**config.mk**
```make
export PLATFORM = sky130hd
export DESIGN_NAME = jtcps1_scroll_sched_flat
export DESIGN_NICKNAME = d
export VERILOG_FILES = /design/src/rtl/jtcps1_scroll_sched_if.sv /design/src/rtl/jtcps1_scroll_sched.sv /design/src/flat_wrapper.sv
export SDC_FILE = /design/constraint.sdc
export NUM_CORES = 1
export LEC_CHECK = 0
export ABC_CLOCK_PERIOD_IN_PS = 2600
export CAP_MARGIN = 20
export CORE_MARGIN = 3
export CORE_UTILIZATION = 25
export CTS_CLUSTER_DIAMETER = 200
export CTS_CLUSTER_SIZE = 12
export DETAILED_ROUTE_END_ITERATION = 16
export GPL_TIMING_DRIVEN = 0
export PLACE_DENSITY = 0.53
export SYNTH_ARGS = -nofsm -noshare
export SYNTH_HDL_FRONTEND = slang
export SYNTH_SLANG_ARGS = --single-unit
```
**constraint.sdc**
```tcl
create_clock -name clk -period 2.6 [get_ports clk]
set_clock_uncertainty 0.15 [all_clocks]
set_input_delay 0.52 -clock clk [delete_from_list [all_inputs] [get_ports clk]]
set_output_delay 0.52 -clock clk [all_outputs]
set_load 0.03 [all_outputs]
```
**src/rtl/jtcps1_scroll_sched_if.sv**
```systemverilog
// Shared bus between the three scroll engines and the single SDRAM VRAM read channel.
// The master modport is the arbiter side; the slave modport is the layer/SDRAM side.
interface jtcps1_scroll_sched_if;
  logic [2:0]  req_cs;     // per-layer request, held across multi-word accesses
  logic [68:0] req_addr;   // layer i word address at [23i+22:23i]
  logic [2:0]  req_ok;     // per-layer data-valid
  logic [15:0] req_data;   // VRAM data broadcast to every layer
  logic [22:0] vram_addr;
  logic        vram_cs;
  logic [15:0] vram_data;
  logic        vram_ok;

  modport master (
    input  req_cs, req_addr, vram_data, vram_ok,
    output req_ok, req_data, vram_addr, vram_cs
  );

  modport slave (
    output req_cs, req_addr, vram_data, vram_ok,
    input  req_ok, req_data, vram_addr, vram_cs
  );
endinterface

```
**src/rtl/jtcps1_scroll_sched.sv**
```systemverilog
// Per-line scheduler and VRAM arbiter for the three CPS1 scroll layer engines.
// Launches every enabled layer at each line_start, shares one VRAM read port with a
// locked round-robin arbiter and flags when all enabled layers have finished the line.
// Optional watchdog: define JTCPS1_SCHED_WDOG_EN to build the RUN timeout counter.
module jtcps1_scroll_sched #(
  parameter int unsigned START_LEN = 2,
  parameter int unsigned WDOG_MAX  = 1500
) (
  input  logic                         clk,
  input  logic                         rst_n,
  input  logic                         line_start,
  input  logic [2:0]                   layer_en,
  output logic [2:0]                   start,
  input  logic [2:0]                   done,
  jtcps1_scroll_sched_if.master        bus,
  output logic                         line_ok,
  output logic                         overrun,
  output logic                         timeout
);

  if (START_LEN == 0 || WDOG_MAX == 0) begin : g_param_check
    $error("START_LEN and WDOG_MAX must be nonzero");
  end

  localparam int unsigned CntW = (START_LEN > 1) ? $clog2(START_LEN) : 1;

  typedef enum logic [1:0] {StIdle, StStart, StRun, StDone} state_e;

  state_e          st_q, st_d;
  logic [2:0]      en_q, en_d;
  logic [2:0]      start_q, start_d;
  logic [CntW-1:0] cnt_q, cnt_d;
  logic            mask_q, mask_d;     // masks done on the first RUN cycle
  logic            overrun_q, overrun_d;

`ifdef JTCPS1_SCHED_WDOG_EN
  localparam int unsigned WdogW = $clog2(WDOG_MAX + 1);
  logic [WdogW-1:0] wdog_q, wdog_d;
  logic             timeout_q, timeout_d;
`endif

  // Sequencer next state: line_start always wins and restarts the START phase
  always_comb begin
    st_d      = st_q;
    en_d      = en_q;
    start_d   = start_q;
    cnt_d     = cnt_q;
    mask_d    = 1'b0;
    overrun_d = 1'b0;
`ifdef JTCPS1_SCHED_WDOG_EN
    wdog_d    = wdog_q;
    timeout_d = timeout_q;
    if (st_q == StStart || st_q == StRun) wdog_d = wdog_q + 1'b1;
`endif
    if (line_start) begin
      overrun_d = (st_q == StStart) || (st_q == StRun);
      st_d      = StStart;
      en_d      = layer_en;
      start_d   = layer_en;
      cnt_d     = CntW'(START_LEN - 1);
`ifdef JTCPS1_SCHED_WDOG_EN
      wdog_d    = '0;
`endif
    end else begin
      case (st_q)
        StStart: begin
          if (cnt_q == '0) begin
            start_d = 3'b000;
            mask_d  = 1'b1;
            st_d    = StRun;
          end else begin
            cnt_d = cnt_q - 1'b1;
          end
        end
        StRun: begin
          if (!mask_q && ((done | ~en_q) == 3'b111)) st_d = StDone;
`ifdef JTCPS1_SCHED_WDOG_EN
          else if (wdog_q == WdogW'(WDOG_MAX - 1)) begin
            st_d      = StDone;
            timeout_d = 1'b1;
          end
`endif
        end
        default: ;
      endcase
    end
  end

  // Sequencer state registers
  always_ff @(posedge clk or negedge rst_n) begin
    if (!rst_n) begin
      st_q      <= StIdle;
      en_q      <= 3'b000;
      start_q   <= 3'b000;
      cnt_q     <= '0;
      mask_q    <= 1'b0;
      overrun_q <= 1'b0;
    end else begin
      st_q      <= st_d;
      en_q      <= en_d;
      start_q   <= start_d;
      cnt_q     <= cnt_d;
      mask_q    <= mask_d;
      overrun_q <= overrun_d;
    end
  end

`ifdef JTCPS1_SCHED_WDOG_EN
  // Watchdog counter and sticky timeout flag
  always_ff @(posedge clk or negedge rst_n) begin
    if (!rst_n) begin
      wdog_q    <= '0;
      timeout_q <= 1'b0;
    end else begin
      wdog_q    <= wdog_d;
      timeout_q <= timeout_d;
    end
  end
  assign timeout = timeout_q;
`else
  assign timeout = 1'b0;
`endif

  assign start   = start_q;
  assign line_ok = (st_q == StDone);
  assign overrun = overrun_q;

  // ---------------------------------------------------------------------------------------
  // Arbiter. Entry 3 is padding so a 2-bit index never leaves the array.
  logic [3:0][22:0] addr_a;
  logic [3:0]       cs_a;
  assign addr_a = {23'd0, bus.req_addr};
  assign cs_a   = {1'b0, bus.req_cs};

  logic [1:0]  gnt_q, gnt_d, ptr_q, ptr_d, idx, pick;
  logic        gv_q, gv_d, pick_v;
  logic        cs_q, cs_d;
  logic [22:0] addr_q, addr_d;
  logic [2:0]  ok;

  // Round-robin pick: first requester at or after the pointer
  always_comb begin
    pick   = 2'd0;
    pick_v = 1'b0;
    idx    = ptr_q;
    for (int k = 0; k < 3; k++) begin
      if (!pick_v && cs_a[idx]) begin
        pick   = idx;
        pick_v = 1'b1;
      end
      idx = (idx == 2'd2) ? 2'd0 : idx + 2'd1;
    end
  end

  // Grant lock/release; a release always costs one idle cycle on vram_cs
  always_comb begin
    gnt_d  = gnt_q;
    gv_d   = gv_q;
    ptr_d  = ptr_q;
    cs_d   = cs_q;
    addr_d = addr_q;
    if (gv_q) begin
      if (cs_a[gnt_q]) begin
        cs_d   = 1'b1;
        addr_d = addr_a[gnt_q];
      end else begin
        gv_d  = 1'b0;
        cs_d  = 1'b0;
        ptr_d = (gnt_q == 2'd2) ? 2'd0 : gnt_q + 2'd1;
      end
    end else if (pick_v) begin
      gv_d   = 1'b1;
      gnt_d  = pick;
      cs_d   = 1'b1;
      addr_d = addr_a[pick];
    end
  end

  // Arbiter registers
  always_ff @(posedge clk or negedge rst_n) begin
    if (!rst_n) begin
      gnt_q  <= 2'd0;
      gv_q   <= 1'b0;
      ptr_q  <= 2'd0;
      cs_q   <= 1'b0;
      addr_q <= 23'd0;
    end else begin
      gnt_q  <= gnt_d;
      gv_q   <= gv_d;
      ptr_q  <= ptr_d;
      cs_q   <= cs_d;
      addr_q <= addr_d;
    end
  end

  // Data-valid only for the owner, and only once its current address is registered
  always_comb begin
    ok = 3'b000;
    for (int k = 0; k < 3; k++) begin
      ok[k] = bus.vram_ok & cs_q & gv_q & (gnt_q == 2'(k)) & (addr_q == addr_a[k]);
    end
  end

  assign bus.req_ok    = ok;
  assign bus.req_data  = bus.vram_data;
  assign bus.vram_cs   = cs_q;
  assign bus.vram_addr = addr_q;

endmodule

```
**src/flat_wrapper.sv**
```systemverilog
// flat-port wrapper written by rule: the top's interface ports become plain ports
module jtcps1_scroll_sched_flat 
#(
  parameter int unsigned START_LEN = 2,
  parameter int unsigned WDOG_MAX  = 1500
)
  (clk, rst_n, line_start, layer_en, start, done, line_ok, overrun, timeout, bus_req_cs, bus_req_addr, bus_vram_data, bus_vram_ok, bus_req_ok, bus_req_data, bus_vram_addr, bus_vram_cs);
  jtcps1_scroll_sched_if bus_i ();
  input  logic clk;
  input  logic rst_n;
  input  logic line_start;
  input  logic [2:0] layer_en;
  output logic [2:0] start;
  input  logic [2:0] done;
  output logic line_ok;
  output logic overrun;
  output logic timeout;
  input wire logic [$bits(bus_i.req_cs)-1:0] bus_req_cs;
  input wire logic [$bits(bus_i.req_addr)-1:0] bus_req_addr;
  input wire logic [$bits(bus_i.vram_data)-1:0] bus_vram_data;
  input wire logic [$bits(bus_i.vram_ok)-1:0] bus_vram_ok;
  output wire logic [$bits(bus_i.req_ok)-1:0] bus_req_ok;
  output wire logic [$bits(bus_i.req_data)-1:0] bus_req_data;
  output wire logic [$bits(bus_i.vram_addr)-1:0] bus_vram_addr;
  output wire logic [$bits(bus_i.vram_cs)-1:0] bus_vram_cs;
  assign bus_i.req_cs = bus_req_cs;
  assign bus_i.req_addr = bus_req_addr;
  assign bus_i.vram_data = bus_vram_data;
  assign bus_i.vram_ok = bus_vram_ok;
  assign bus_req_ok = bus_i.req_ok;
  assign bus_req_data = bus_i.req_data;
  assign bus_vram_addr = bus_i.vram_addr;
  assign bus_vram_cs = bus_i.vram_cs;
  jtcps1_scroll_sched #(.START_LEN(START_LEN), .WDOG_MAX(WDOG_MAX)) u_core (.clk(clk), .rst_n(rst_n), .line_start(line_start), .layer_en(layer_en), .start(start), .done(done), .bus(bus_i), .line_ok(line_ok), .overrun(overrun), .timeout(timeout));
endmodule
```
==> metrics.cfg <==
[status]
status=finished, violations left
violations=negative setup slack

[critical_path]
required_ns=1.93
reg2reg_from=u_core.ptr_q[0]
arrival_ns=2.09
reg2regPathDepth=6
r2r_end=u_core.bus.vram_addr[6]
cp_max_fo=3
crit_type=in2out
rrSetupSlack_ns=0.30
end_kind=primary output
start_kind=input pin

[logic_synthesis]
async_flop_share_pct=100
synth_top_area_share_pct=22.6
synth_area_sq_um=4420
yosysSeqAreaShare_pct=22.6
yosysTopAreaCell=dfrtp_1
syn_nets=616
yosysWarningCount=0
ys_ff_latch=40
synth-edff-count=0
netlist-cell-type-count=42
synth-main-ff-cell=dfrtp_1
netlist_top_cells_area=dfrtp_1, xor2_1, o31ai_1
synthCells=515
synth.avg_cell_area_sq_um=8.59

[power]
p_leak_nw=2.67
vdd_drop_max_v=0.000400
finalPower_w=0.00674
pwr_density_cell_nw_per_um2=1040

[grt]
grt_max_degree=29
track_usage_pct=19.3
antenna_found_initial=0
grt_pass1_vias=5128
grt_pass1_wl_mm=29.4
grt_overflow_total=0

[die]
row_count=48
initial_core_util_pct=25.6
dieArea_sq_um=19300
io_pins=147
die_x_um=139
die_h_um=139
core_sq_um=17300

[placement]
gp_congestion=0.913
place_ws_ns=-1.03
post_dp_cell_area_sq_um=6030
numPortBuffers=129
dp_hpwl_mm=14.2

[run]
maxCapViolations=0

[worst_hold_path]
min_path_cells=1
hold_path_end=u_core.start[2]
hold_class=reg2reg
min_from=u_core.start[2]

[sta]
clock.fmax_ghz=0.363
tns_ns=-0.223
max_slew.worst_pin.slew_ns=0.658
rsz0062_at_grt=yes
maxSlewHeadroom_pct=56.1
min_period_over_period_pct=106
finalHoldViolCount=0
setup_viol=3
fin_crit_ns=2.76
finalMaxSlewViolations=0
timing.final.ws_setup_ns=-0.155
hold_ws_ns=0.356

[layout]
design_area_sq_um=6500
drive_gt1_share_pct=23.9
fillerInstances=1812
antenna_cells=0
area_growth_pct=47.0
final_nets=758

[clocking]
cts_tree=built
cts-buffers-inserted=5
insertion_delay_ns=0.30
root_buffer=clkbuf_16
h-tree-depth=2
clkTransAtPathRegs_ns=0.07
cts_num_sinks=40
cts.path.max_buffers=2

[routing]
first_pass_iters=8
avgViaCountPerCell=5.63
wl_per_cell_um=22.4
drc=0
first_iter_violations=392
vias=4975
routed_wl_mm=19.8
ant_nets=0

-- logic make-up after synthesis --
| group | Yosys count | share of synthesized area [%] |
|---|---|---|
| other | 1 | 0.0848 |
| adders and majority gates | 3 | 0.849 |
| and+or+nand+nor | 70 | 11.5 |
| muxes | 29 | 6.67 |
| buffers and inverters | 122 | 12.9 |
| DFF | 40 | 22.6 |
| xor gates and xnor gates | 69 | 13.7 |
| AOI/OAI and AO/OA | 181 | 31.7 |
-- flip-flops by register name, indices dropped and copies added, names as in the netlist --
| signal | cells |
|---|---|
| u_core.bus.vram_cs | 1 |
| u_core.gnt_q | 2 |
| u_core.mask_q | 1 |
| u_core.st_q | 2 |
| u_core.start | 3 |
| u_core.overrun | 1 |
| u_core.ptr_q | 2 |
| u_core.gv_q | 1 |
| u_core.bus.vram_addr | 23 |
| u_core.en_q | 3 |
| u_core.cnt_q | 1 |
-- routing by layer --
metal	global-route usage (%)	part of all wire, %	wire [um]
met1	26.3	43	8450
met2	31.6	47	9360
met3	3.59	8.0	1590
met4	4.94	2.0	393
met5	0	0	0
-- through the flow --
step	util (%)	cells
after floorplan	-	515
after global placement	34.8	869
after detailed placement	34.9	870
after CTS	36.5	880
after global routing	37.6	883
final	37.6	883
-- worst max path at each step --
stage	endpoint	cells after the start	slack [ns]	start
floorplan	bus_req_ok[2]	4	0.15	u_core.bus.vram_addr[10]
global placement	bus_req_ok[1]	6	-1.09	bus_req_addr[25]
detailed placement	bus_req_ok[1]	6	-1.03	bus_req_addr[25]
CTS	bus_req_ok[0]	5	-0.17	u_core.bus.vram_addr[19]
global route	bus_req_ok[0]	5	-0.18	bus_req_addr[1]
finish	bus_req_ok[0]	5	-0.16	bus_req_addr[1]
-- critical path: stages --
cell and delay [ns]:
clkdlybuf4s50_1 0.53, xnor2_2 0.26, nand4_1 0.19, nor4_4 0.37
buf_4 0.22
-- where the power goes --
| part | switching, W | internal [W] |
|---|---|---|
| registers | 0.000436 | 0.000924 |
| clock network | 0.000313 | 0.000458 |
| logic | 0.00273 | 0.00188 |
-- synthesized netlist by cell type, drive strengths merged, types with 4 or more instances --
master and instances:
inv 53, xor2 48, o31ai 47, dfrtp 40, buf 38, clkbuf 31
o21ai 27, mux2i 25, a2111oi 23, a211oi 23, a31o 23, and4b 23
o221ai 23, xnor2 21, nor4 15, nand4 7, nor2 7, a21oi 6
nor2b 6, mux2 4, nand3 4
-- layout make-up --
class	count	area, sq um	area share [%]
clock inverters	3	46.3	0.712
flip-flops and latches	40	1020	15.7
multi-input cells	353	3130	48.2
clock buffers	5	125	1.92
well taps	225	282	4.33
plain buffers	66	399	6.14
repair buffers	138	1300	20.0
inverters	53	199	3.06
-- layout by cell type (no fill, tap or decap), drive strengths merged, types with 7 or more instances in the layout --
| cell | instances |
|---|---|
| mux2i | 25 |
| xor2 | 48 |
| nand4 | 7 |
| a31o | 23 |
| clkdlybuf4s15 | 11 |
| o221ai | 23 |
| dlygate4sd2 | 37 |
| buf | 49 |
| clkdlybuf4s50 | 68 |
| and4b | 23 |
| o21ai | 27 |
| nor4 | 15 |
| clkbuf | 41 |
| inv | 54 |
| a2111oi | 23 |
| nor2 | 7 |
| xnor2 | 21 |
| o31ai | 47 |
| a211oi | 23 |
| dfrtp | 40 |
-- repair_timing --
action,4_1_cts,5_1_grt
resized for setup,128,73
pin swaps,29,10
endpoints found under the hold margin,12,0
setup buffers,3,4
setup endpoints to repair,24,24
hold buffers,1,0
(Power assumes the default switching activity.)
